`src/rtl/imem_pkg.sv`:
```
// Shared types and defaults for the instruction-memory arbiter.
package imem_pkg;

  localparam int DEF_ADDR_W = 14;
  localparam int DEF_DATA_W = 32;
  // Width of the starvation counter; holds MAX_WAIT values 1..15.
  localparam int WAIT_W     = 4;

  typedef enum logic [1:0] {
    ST_RUN   = 2'd0,
    ST_PROG  = 2'd1,
    ST_DRAIN = 2'd2
  } arb_state_t;

endpackage

```
`src/rtl/imem_arbiter_starve_counter.sv`:
```
// Saturating loader starvation timer. It is a down-counter that is loaded with
// MAX_WAIT on clear and steps toward zero on each denied loader cycle.
// Zero is the terminal count and is reported as at_max.
module starve_counter
  import imem_pkg::*;
#(
  parameter int MAX_WAIT = 4
) (
  input  logic clk,
  input  logic rst,
  input  logic clr,
  input  logic inc,
  output logic at_max
);

  logic [WAIT_W-1:0] remain;

  // Reload on reset or clear, otherwise count down and hold at zero.
  always_ff @(posedge clk) begin
    if (!rst || clr) begin
      remain <= WAIT_W'(MAX_WAIT);
    end else if (inc && (remain != '0)) begin
      remain <= remain - 1'b1;
    end
  end

  assign at_max = (remain == '0);

endmodule

```
`src/rtl/imem_arbiter.sv`:
```
// Single-port instruction memory arbiter shared by fetch (priority) and the
// program loader, with a starvation guarantee and an exclusive program mode.
//
//   state | meaning
//   ------+-------------------------------------------------
//   RUN   | shared: starved loader > fetch > loader
//   PROG  | loader exclusive, fetch always stalled
//   DRAIN | one idle cycle, prog_done pulse, back to RUN
module imem_arbiter
  import imem_pkg::*;
#(
  parameter int ADDR_W   = DEF_ADDR_W,
  parameter int DATA_W   = DEF_DATA_W,
  parameter int MAX_WAIT = 4
) (
  input  logic              clk,
  input  logic              rst,
  input  logic              f_req,
  input  logic [ADDR_W-1:0] f_addr,
  output logic              f_stall,
  output logic              f_rvalid,
  output logic [DATA_W-1:0] f_rdata,
  input  logic              l_req,
  input  logic [ADDR_W-1:0] l_addr,
  input  logic [DATA_W-1:0] l_wdata,
  output logic              l_ack,
  input  logic              prog_mode,
  output logic              prog_done,
  output logic              mem_en,
  output logic              mem_we,
  output logic [ADDR_W-1:0] mem_addr,
  output logic [DATA_W-1:0] mem_wdata,
  input  logic [DATA_W-1:0] mem_rdata
);

  arb_state_t state, state_nxt;
  logic       at_max;
  logic       f_grant;
  logic       l_grant;
  logic       prog_rules;
  logic       wait_clr;
  logic       wait_inc;
  logic       rvalid_q;

  // State register.
  always_ff @(posedge clk) begin
    if (!rst) begin
      state <= ST_RUN;
    end else begin
      state <= state_nxt;
    end
  end

  // Next-state logic.
  always_comb begin
    state_nxt = state;
    case (state)
      ST_RUN:   if (prog_mode)  state_nxt = ST_PROG;
      ST_PROG:  if (!prog_mode) state_nxt = ST_DRAIN;
      ST_DRAIN: state_nxt = ST_RUN;
      default:  state_nxt = ST_RUN;
    endcase
  end

  // Grant decode. The RUN->PROG transition cycle already uses loader-exclusive
  // rules, so a pending starvation grant and a prog_mode rise both end in a
  // loader grant.
  always_comb begin
    f_grant    = 1'b0;
    l_grant    = 1'b0;
    prog_rules = 1'b0;
    prog_done  = 1'b0;
    if (rst) begin
      case (state)
        ST_RUN: begin
          if (prog_mode) begin
            prog_rules = 1'b1;
            l_grant    = l_req;
          end else if (l_req && at_max) begin
            l_grant = 1'b1;
          end else if (f_req) begin
            f_grant = 1'b1;
          end else begin
            l_grant = l_req;
          end
        end
        ST_PROG: begin
          prog_rules = 1'b1;
          l_grant    = l_req;
        end
        ST_DRAIN: prog_done = 1'b1;
        default: ;
      endcase
    end
  end

  assign wait_inc = l_req & ~l_grant & ~prog_rules;
  assign wait_clr = prog_rules | ~l_req | l_grant;

  starve_counter #(
    .MAX_WAIT (MAX_WAIT)
  ) u_starve (
    .clk    (clk),
    .rst    (rst),
    .clr    (wait_clr),
    .inc    (wait_inc),
    .at_max (at_max)
  );

  assign mem_en    = f_grant | l_grant;
  assign mem_we    = l_grant;
  assign mem_addr  = l_grant ? l_addr : (f_grant ? f_addr : '0);
  assign mem_wdata = l_grant ? l_wdata : '0;
  assign l_ack     = l_grant;
  assign f_stall   = rst & f_req & ~f_grant;

  // Read-data valid follows a fetch grant by one cycle.
  always_ff @(posedge clk) begin
    if (!rst) begin
      rvalid_q <= 1'b0;
    end else begin
      rvalid_q <= f_grant;
    end
  end

  // Outputs are forced low while reset is held, including the registered valid.
  assign f_rvalid = rst & rvalid_q;
  assign f_rdata  = rst ? mem_rdata : '0;

endmodule
```
`config.mk`:
```
export PLATFORM = sky130hd
export DESIGN_NAME = imem_arbiter
export DESIGN_NICKNAME = d
export VERILOG_FILES = /design/src/rtl/imem_pkg.sv /design/src/rtl/imem_arbiter_starve_counter.sv /design/src/rtl/imem_arbiter.sv
export SDC_FILE = /design/constraint.sdc
export NUM_CORES = 1
export LEC_CHECK = 0
export CAP_MARGIN = 15
export CORE_AREA = 2 2 69 71
export CTS_BUF_LIST = sky130_fd_sc_hd__clkbuf_2 sky130_fd_sc_hd__clkbuf_4 sky130_fd_sc_hd__clkbuf_8
export DETAILED_ROUTE_END_ITERATION = 16
export DIE_AREA = 0 0 71 73
export DONT_BUFFER_PORTS = 1
export GPL_TIMING_DRIVEN = 0
export PLACE_DENSITY = 0.39
export SYNTH_ARGS = -nofsm -noshare
export SYNTH_HDL_FRONTEND = slang
export SYNTH_SLANG_ARGS = --single-unit
```
`constraint.sdc`:
```
create_clock -name clk -period 6.3 [get_ports clk]
set_clock_uncertainty 0.05 [all_clocks]
set_input_delay 1.26 -clock clk [delete_from_list [all_inputs] [get_ports clk]]
set_output_delay 1.26 -clock clk [all_outputs]
set_load 0.01 [all_outputs]
```
==> summary.md, run 1 <==
| Metric | Value |
|---|---|
| CP endpoint kind | `primary output` |
| Sw Ratio | `0.3624` |
| Vias per cell | `5.481` |
| Initial antenna violation count | `0` |
| Final setup fails | `0` |
| Fin. Hold Viols | `0` |
| Die W | `71 µm` |
| CTS max path bufs | `2` |
| Max_cap viols | `0` |
| Hold wc startpoint | `state[0]` |
| Crit share post-route | `0.6178` |
| Post-route ant nets | `0` |
| Status | `finished, final reports clean` |
| Internal | `117.5 µW` |
| Drt wl/cell | `16.87 µm` |
| Sw Pwr | `66.78 µW` |
| # Post-CTS Setup Buffers | `0` |
| Worst reg2reg setup slack | `4.39 ns` |
| Tot Pwr | `184.3 µW` |
| Vias | `1266` |
| FF+latch count, synth | `7` |
| Total GRT Usage | `0.1317` |
| Crit path from | `l_req` |
| Netlist Area Pre-Place | `1152 µm²` |
| Max Fclk | `0.2569 GHz` |
| Pwr Density | `145.2 nW/µm²` |
| Clock share of power | `0.375` |
| Clk sink count | `7` |
| Gr ovfl total | `0` |
| M3 GR Usage | `0.02072` |
| Worst reg-to-reg path cell count | `7` |
| Detailed Route WL | `3.898 mm` |
| Hold Crit Class | `reg -> reg` |
| Register area share after synthesis | `0.1216` |
| CP Max Fanout | `10` |
| Drt pass-1 iters | `4` |
| Busiest layer in global routing | `met2` |
| Setup_tns | `0 ns` |
| Grt met2 use | `0.2596` |
| Peak supply drop | `0.00006280 V` |
| Io pins | `181` |
| Ys flop type | `dfxtp_1` |
| RSZ-0062 raised after global routing | `false` |
| Synth-to-layout area growth | `10.10%` |
| Max_slew headroom | `0.6963` |
| Critical path launch point type | `input port` |
| Post-DP HPWL | `3.324 mm` |
| Resize count post-CTS | `0` |
| CTS Buf Count | `3` |
| Initial DRC count | `18` |
| Die Y | `73 µm` |
| Max Slew Vio Count | `0` |
| Largest net degree at the start of global routing | `12` |
| Nets | `277` |
| Post-synthesis instance total | `173` |
| Final Critical Period | `3.892 ns` |
| Core ar. | `4536 µm²` |
| Reg clk slew, reported paths | `0.04 ns` |
| Die area | `5183 µm²` |
| H-tree depth | `1` |
| Reg-to-Reg Start | `u_starve.remain[0]` |
| Clk Latency, worst-skew pair | `0.23 ns` |
| Synth warn | `0` |
| Synth cell types | `30` |
| Hold Crit Depth | `1` |
| WP data arrival | `2.58 ns` |
| Setup ws final | `2.408 ns` |
| Worst-Margin Slew | `0.4535 ns` |
| LEAKAGE | `0.4903 nW` |
| Share of layout cells above drive strength 1 | `0.09040` |
| Antenna Cells | `0` |
| DP Worst Slack | `2.417 ns` |
| Logic pwr share | `0.369` |
| Number of buffers added on ports | `0` |
| Reg power frac | `0.256` |
| Crit path required time | `4.99 ns` |
| Vias in the first global route | `1108` |
| Met1 Resource Use GR | `0.1366` |
| Rows | `25` |
| Initial Utilization | `0.2541` |
| Synthesized net count | `272` |
| Hold buffers post-CTS | `0` |
| Syn_area_per_cell | `6.661 µm²` |
| Commonest non-fill, non-tap cell in the layout | `and2_1` |
| Critical path class | `in -> out` |
| # DRC | `0` |
| Fillers | `486` |
| Root Driver | `clkbuf_8` |
| CTS tree | `built` |
| Final Wtd Congestion | `0.7716` |
| Most frequent cells in the layout | `and2_1, nand2_1, nand3_1` |
| Asr flop ratio synth | `0` |
| Global-route wire length before repair | `5.416 mm` |
| Post-synth EDFFs | `0` |
-- layout make-up --
cell class / count / area, µm² / share of cell area
buffer: 17 / 100.1 / 0.07890
clock buffer: 4 / 48.80 / 0.03846
inverter: 5 / 18.77 / 0.01479
multi-input combinational: 144 / 893.4 / 0.7041
sequential: 7 / 140.1 / 0.1105
tap: 54 / 67.56 / 0.05325
-- cell families after synthesis --
group | share of synthesized area
and+or+nand+nor | 0.5657
AOI/OAI and AO/OA | 0.1781
buffers and inverters | 0.1032
DFF | 0.1216
adders and majority gates | 0.02171
muxes | 0.009771
-- final timing paths --
kind | to
min | state[1]
min reg2reg | state[1]
max reg2reg | rvalid_q
max | mem_addr[9]
-- Yosys cell counts, types with 3 or more instances --
cell type  count  share of area
o22ai_1       14          0.076
nand3_1       15          0.065
a21oi_1        4          0.017
clkbuf_1      10          0.033
inv_1          5          0.016
nand2_1       16          0.052
nor3b_1        3          0.020
dfxtp_1        7           0.12
nand2b_1       3          0.016
buf_6          4          0.039
nor2_1         4          0.013
and2_1        66           0.36
-- critical path, cell delays in order --
cell and delay (ns):
clkbuf_1 0.30, inv_1 0.23, o21ai_2 0.34, buf_2 0.28
o22ai_1 0.17
-- power by group through the flow --
stage          logic (mW)  clock network (mW)  registers, mW
2_1_floorplan      0.0582                   0         0.0475
3_3_place_gp       0.0675                   0         0.0478
4_1_cts            0.0689              0.0692         0.0471
3_5_place_dp       0.0687                   0         0.0479
5_1_grt            0.0746              0.0712         0.0474
6_report           0.0680              0.0692         0.0471
-- layer usage --
metal,wire length (µm),up-vias,part of all wire
li1,-,587,-
met1,1327,561,0.34
met2,2117,113,0.54
met3,395,5,0.10
met4,58,0,0.015
met5,0,-,0
-- metrics by stage --
step | cell area, µm² | instances | hold slack (ns) | utilization
2_1_floorplan | 1152 | 173 | 0.4339 | -
3_3_place_gp | 1220 | 227 | 0.4549 | 0.2690
3_5_place_dp | 1220 | 227 | 0.4582 | 0.2690
4_1_cts | 1269 | 231 | 0.4653 | 0.2797
5_1_grt | 1269 | 231 | 0.4850 | 0.2797
6_report | 1269 | 231 | 0.4630 | 0.2797
-- sequential cells by signal, indices dropped and copies added, names as in the netlist --
register         count
u_starve.remain      4
rvalid_q             1
state                2
Note: power is estimated with default switching activity, not from simulation.
==> run 2: changes to the inputs <==
--- a/config.mk
+++ b/config.mk
@@ -12,7 +12,7 @@
 export DIE_AREA = 0 0 71 73
 export DONT_BUFFER_PORTS = 1
 export GPL_TIMING_DRIVEN = 0
-export PLACE_DENSITY = 0.39
+export PLACE_DENSITY = 0.41
 export SYNTH_ARGS = -nofsm -noshare
 export SYNTH_HDL_FRONTEND = slang
 export SYNTH_SLANG_ARGS = --single-unit
==> constraint.sdc (replaced) <==
create_clock -name clk -period 3.5 [get_ports clk]
set_clock_uncertainty 0.05 [all_clocks]
set_input_delay 0.7 -clock clk [delete_from_list [all_inputs] [get_ports clk]]
set_output_delay 0.7 -clock clk [all_outputs]
set_load 0.01 [all_outputs]
==> run 2 against run 1 <==
  * Sequential power is 80% higher
  * First-iteration DRC count increased by 44%
  * Critical endpoint is now mem_wdata[16]
  * Global-route usage grew 2.5 points
  * Clock power grew 72%
  * Largest cell class unchanged
  * Flip-flop and latch count stayed put
  * Via count down 2.4%
  * Highest routed layer unchanged
==> summary.md, run 2 (synthesis results as in run 1) <==
| Metric | Value |
|---|---|
| Initial antenna violation count | `2 (+2)` |
| Root Driver | `clkbuf_8` |
| Peak supply drop | `0.0002069 V (+230%)` |
| Vias per cell | `5.300 (-3.3%)` |
| Rows | `25 (unchanged)` |
| Clk Latency, worst-skew pair | `0.22 ns (about the same)` |
| H-tree depth | `1 (unchanged)` |
| Critical path class | `reg -> out` |
| Status | `finished, final reports clean` |
| Critical path buffers and inverters | `3 (unchanged)` |
| Post-DP HPWL | `4.042 mm (+22%)` |
| Initial DRC count | `26 (+8)` |
| Vias in the first global route | `1103 (-0.45%)` |
| Max_cap viols | `0 (unchanged)` |
| Multi-input logic area | `893.4 µm² (unchanged)` |
| Crit path cell chain | `inv_1 -> ha_1 -> or3b_1 -> buf_6 -> a211oi_4 -> buf_6 -> and2_1` |
| Worst-Margin Slew | `0.4671 ns (+0.01362 ns)` |
| Setup ws final | `0.5598 ns (-1.848 ns)` |
| Initial Utilization | `0.2541 (unchanged)` |
| Die area | `5183 µm² (unchanged)` |
| Fin. Hold Viols | `0 (unchanged)` |
| Final hold slack | `0.4658 ns (+0.002856 ns)` |
| Final Critical Period | `2.940 ns` |
| Hold Crit Depth | `1 (unchanged)` |
| LEAKAGE | `0.4903 nW (about the same)` |
| CTS max path bufs | `2 (unchanged)` |
| Detailed Route WL | `4.744 mm (+22%)` |
| Worst reg2reg setup slack | `1.57 ns (-2.82 ns)` |
| Resize count post-CTS | `0 (unchanged)` |
| Drt pass-1 iters | `6 (+2)` |
| RR Endpoint | `rvalid_q` |
| CTS Buf Count | `3 (unchanged)` |
| Crit share post-route | `0.8401` |
| Nets | `277 (unchanged)` |
| Post-route ant nets | `0 (unchanged)` |
| Vias | `1235 (-2.4%)` |
| Design area | `1274 µm² (+0.39%)` |
| Global-route wire length before repair | `6.182 mm (+14%)` |
| Max_slew headroom | `0.6872 (-0.009123)` |
| Clk sink count | `7 (unchanged)` |
| Most frequent cells in the layout | `and2_1, nand2_1, nand3_1` |
| Largest registers | `u_starve.remain x4, state x2, rvalid_q x1` |
| Critical path launch point type | `flop` |
| RSZ-0062 raised after global routing | `false` |
| Largest net degree at the start of global routing | `12 (unchanged)` |
| Die Y | `73 µm (unchanged)` |
| Die W | `71 µm (unchanged)` |
| FF+latch area | `140.1 µm² (unchanged)` |
| Final Wtd Congestion | `0.8540 (+11%)` |
| Max Slew Vio Count | `0 (unchanged)` |
| Fillers | `515 (+6.0%)` |
| Total GRT Usage | `0.1564 (+0.02471)` |
| CP top delay family | `simple AND/OR/NAND/NOR gates` |
| Final Util | `0.2808 (+0.001104)` |
| WP data arrival | `2.19 ns (-0.39 ns)` |
| Hold Crit Class | `reg -> reg` |
| Crit path top cell by count | `buf_6` |
| Crit path required time | `2.75 ns (-2.24 ns)` |
| # Post-CTS Setup Buffers | `0 (unchanged)` |
| Gr ovfl total | `0 (unchanged)` |
| Hold buffers post-CTS | `0 (unchanged)` |
| Share of layout cells above drive strength 1 | `0.09040 (unchanged)` |
| DP Worst Slack | `0.6228 ns (-1.794 ns)` |
| Max Fclk | `0.3401 GHz` |
| # DRC | `0 (unchanged)` |
| Hold wc startpoint | `state[0]` |
| CP Max Fanout | `10 (unchanged)` |
| CTS tree | `built` |
| Drt wl/cell | `20.36 µm (+21%)` |
| Top reg by flops | `u_starve.remain` |
| Worst reg-to-reg path cell count | `7 (unchanged)` |
| Reg clk slew, reported paths | `0.04 ns (about the same)` |
| Commonest non-fill, non-tap cell in the layout | `and2_1` |
| Largest register FFs | `4 (unchanged)` |
| CP max-delay cell | `or3b_1` |
| Synth-to-layout area growth | `10.53%` |
| Final setup fails | `0 (unchanged)` |
| Number of buffers added on ports | `0 (unchanged)` |
| Placed cell areas | `1220 µm² (unchanged)` |
| Hold EP | `state[1]` |
| Setup_tns | `0 ns (unchanged)` |
| Io pins | `181 (unchanged)` |
| Core ar. | `4536 µm² (unchanged)` |
| Reg-to-Reg Start | `u_starve.remain[0]` |
| CP endpoint kind | `primary output` |
| Worst path max stage delay | `0.37 ns (+0.03 ns)` |
| Pwr Density | `259.5 nW/µm² (+79%)` |
-- run 2: per-layer routing --
layer | global-route usage | vias to the layer above | wire (µm)
li1 | - | 589 | -
met1 | 0.1854 | 560 | 1820
met2 | 0.2336 | 84 | 2106
met3 | 0.1174 | 2 | 801
met4 | 0.01887 | 0 | 14
met5 | 0 | - | 0
-- run 2: where the power goes --
| group | leakage (nW) | total [mW] | switching, mW | internal (mW) |
|---|---|---|---|---|
| Sequential | 0.0571 | 0.0849 | 0.00233 | 0.0826 |
| Combinational | 0.407 | 0.127 | 0.0850 | 0.0421 |
| Clock | 0.0262 | 0.119 | 0.0322 | 0.0863 |
-- run 2: how the worst max path moves through the flow --
stage                             startpoint             to  slack (ns)  cells after the start
final                     u_starve.remain[0]  mem_wdata[16]        0.56                      7
after CTS                 u_starve.remain[0]  mem_wdata[16]        0.55                      7
after floorplan                        l_req  mem_wdata[22]        1.02                      5
after detailed placement               l_req    mem_addr[7]        0.62                      5
after global routing                   l_req    mem_addr[5]        0.42                      5
after global placement                 l_req    mem_addr[6]        0.58                      5
-- run 2: cell type report --
type,count,share of cell area
antenna,2,0.003929
buffer,17,0.07859
clock buffer,4,0.03831
inverter,5,0.01473
multi-input combinational,144,0.7014
sequential,7,0.1100
tap,54,0.05305
-- run 2: stage by stage --
stage                     power, mW  std cells
after detailed placement     0.2143        227
after global placement       0.2149        227
after CTS                    0.3353        231
after floorplan              0.1901        173
after global routing         0.3501        231
final                        0.3305        233
==> run 3: changes to the inputs <==
==> constraint.sdc (replaced) <==
create_clock -name clk -period 2.45 [get_ports clk]
set_clock_uncertainty 0.05 [all_clocks]
set_input_delay 0.49 -clock clk [delete_from_list [all_inputs] [get_ports clk]]
set_output_delay 0.49 -clock clk [all_outputs]
set_load 0.01 [all_outputs]
==> run 3 against run 2 <==
  * The run now ends with setup timing left
  * Via count up 6.5%
  * Worst setup slack got worse by 0.68 ns
  * Clock power increased by 43%
  * Total power up 61%
  * Combinational power up 91%
  * Critical path type unchanged
  * Largest cell class unchanged
==> summary.md, run 3 (synthesis results as in run 1) <==
| Metric | Value |
|---|---|
| H-tree depth | `1 (unchanged)` |
| DP Worst Slack | `-0.04145 ns (-0.6643 ns)` |
| CP Max Fanout | `5 (-5)` |
| Final Critical Period | `2.566 ns` |
| Clk sink count | `7 (unchanged)` |
| Largest net degree at the start of global routing | `11 (-1)` |
| Pwr Density | `334.3 nW/µm² (+29%)` |
| Io pins | `181 (unchanged)` |
| Peak supply drop | `0.0002881 V (+39%)` |
| Rows | `25 (unchanged)` |
| Reg clk slew, reported paths | `0.04 ns (about the same)` |
| Initial DRC count | `19 (-27%)` |
| Met2 routed WL | `2.420 mm (+15%)` |
| Hold Crit Class | `in -> reg` |
| Fin. Hold Viols | `0 (unchanged)` |
| Top reg by flops | `u_starve.remain` |
| Total length of routed met3 wires | `780 µm (-2.6%)` |
| Largest register FFs | `4 (unchanged)` |
| CTS Buf Count | `3 (unchanged)` |
| Vias per cell | `5.367 (+1.3%)` |
| Tot Pwr | `532.4 µW (+61%)` |
| Critical path class | `reg -> out` |
| Status | `finished with violations` |
| Fillers | `485 (-5.8%)` |
| Setup_tns | `-1.990 ns (-1.990 ns)` |
| Die Y | `73 µm (unchanged)` |
| # DRC | `0 (unchanged)` |
| Detailed Route WL | `5.074 mm (+7.0%)` |
| Final setup fails | `32 (+32)` |
| Drt pass-1 iters | `3 (-3)` |
| Commonest non-fill, non-tap cell in the layout | `and2_1` |
| Most frequent cells in the layout | `and2_1, and2_4, nand2_1` |
| Worst-Margin Slew | `0.5487 ns (+0.08160 ns)` |
| Crit share post-route | `1.048` |
| Share of layout cells above drive strength 1 | `0.3968 (+0.3064)` |
| Drt wl/cell | `20.71 µm (+1.7%)` |
| RSZ-0062 raised after global routing | `true` |
| Die area | `5183 µm² (unchanged)` |
| Root Driver | `clkbuf_8` |
| Max Slew Vio Count | `0 (unchanged)` |
| WP data arrival | `2.03 ns (-0.16 ns)` |
| CTS tree | `built` |
| Synth-to-layout area growth | `38.22%` |
| Initial antenna violation count | `2 (unchanged)` |
| CTS max path bufs | `2 (unchanged)` |
| Design area | `1593 µm² (+25%)` |
| LEAKAGE | `0.6359 nW (+30%)` |
| Fin cells | `245 (+5.2%)` |
| Total GRT Usage | `0.1694 (+0.01298)` |
| Max_cap viols | `0 (unchanged)` |
| Initial Utilization | `0.2541 (unchanged)` |
| Nets | `289 (+4.3%)` |
| Top sig layer | `met4` |
| Die W | `71 µm (unchanged)` |
| Core ar. | `4536 µm² (unchanged)` |
| Global-route wire length before repair | `6.727 mm (+8.8%)` |
| Max_slew headroom | `0.6326 (-0.05463)` |
| Crit path required time | `1.91 ns (-0.84 ns)` |
| Vias | `1315 (+6.5%)` |
| Post-route ant nets | `0 (unchanged)` |
| Failing checks | `setup timing` |
| CP endpoint kind | `primary output` |
| Setup ws final | `-0.1164 ns (-0.6762 ns)` |
| Placed cell areas | `1220 µm² (unchanged)` |
| Post-DP HPWL | `4.042 mm (unchanged)` |
| Clk Latency, worst-skew pair | `0.22 ns (about the same)` |
| Number of buffers added on ports | `0 (unchanged)` |
| Largest registers | `u_starve.remain x4, state x2, rvalid_q x1` |
| Placed insts | `227 (unchanged)` |
| WL met1 | `1.860 mm (+2.2%)` |
| Critical path launch point type | `flop` |
| Gr ovfl total | `0 (unchanged)` |
| Max Fclk | `0.3897 GHz` |
| Vias in the first global route | `1191 (+8.0%)` |
| Final Wtd Congestion | `0.8540 (unchanged)` |
==> run 3: cell types whose count changed in the layout (fill, tap and decap cells not counted), moves of 5 or more <==
cell | before | now
buf_6 | 4 | 9
and2_4 | 0 | 30
buf_4 | 1 | 7
o22ai_2 | 0 | 9
and2_1 | 66 | 37
o22ai_1 | 14 | 4
==> run 3: critical path, cell delays in order, from the launching register on <==
cell and delay, ns:
dfxtp_2 0.31, inv_2 0.08, ha_4 0.15, or3b_1 0.36, buf_6 0.14, a211oi_4 0.25, buf_6 0.15, buf_6 0.11
buf_6 0.10, and2_4 0.15
==> run 3: path summary, 6_finish.rpt <==
path / startpoint / end / slack [ns] / cells after the start
worst min register to register: state[0] / state[1] / 0.47 / 1
worst max register to register: u_starve.remain[1] / u_starve.remain[0] / 0.68 / 8
worst max-delay path: u_starve.remain[1] / mem_wdata[4] / -0.12 / 9
worst min-delay path: prog_mode / state[1] / 0.29 / 1
==> run 3: timing repair <==
action | 4_1_cts | 5_1_grt
setup endpoints to repair | 45 | 44
pin swaps | 30 | 1
resized for setup | 47 | 24
setup buffers | 8 | 2
gates cloned | 3 | 0
hold buffers | 0 | 0
==> run 3: cell type report <==
class | instances | area, µm² | area share
repair buffers | 13 | 130.1 | 0.08170
clock buffers | 4 | 48.80 | 0.03064
inverters | 5 | 18.77 | 0.01178
well taps | 54 | 67.56 | 0.04242
plain buffers | 16 | 121.4 | 0.07620
multi-input cells | 144 | 1059 | 0.6646
flip-flops and latches | 7 | 142.6 | 0.08955
diodes | 2 | 5.005 | 0.003142
==> run 3: metrics by stage <==
step	hold WS, ns	util
5_1_grt	0.2833	0.3501
3_3_place_gp	0.4649	0.2690
4_1_cts	0.2869	0.3266
3_5_place_dp	0.4633	0.2690
6_report	0.2912	0.3512
2_1_floorplan	0.4339	-
==> run 3: per-layer routing <==
layer	track usage	vias to the layer above
met2	0.2575	86
met5	0	-
met4	0.01887	0
met1	0.2028	611
li1	-	616
met3	0.1188	2
==> run 3: report_power, final <==
| part | leakage [nW] | internal (mW) | switching (mW) | total [mW] |
|---|---|---|---|---|
| Combinational | 0.552 | 0.103 | 0.139 | 0.242 |
| Clock | 0.0262 | 0.123 | 0.0462 | 0.170 |
| Sequential | 0.0580 | 0.118 | 0.00318 | 0.121 |
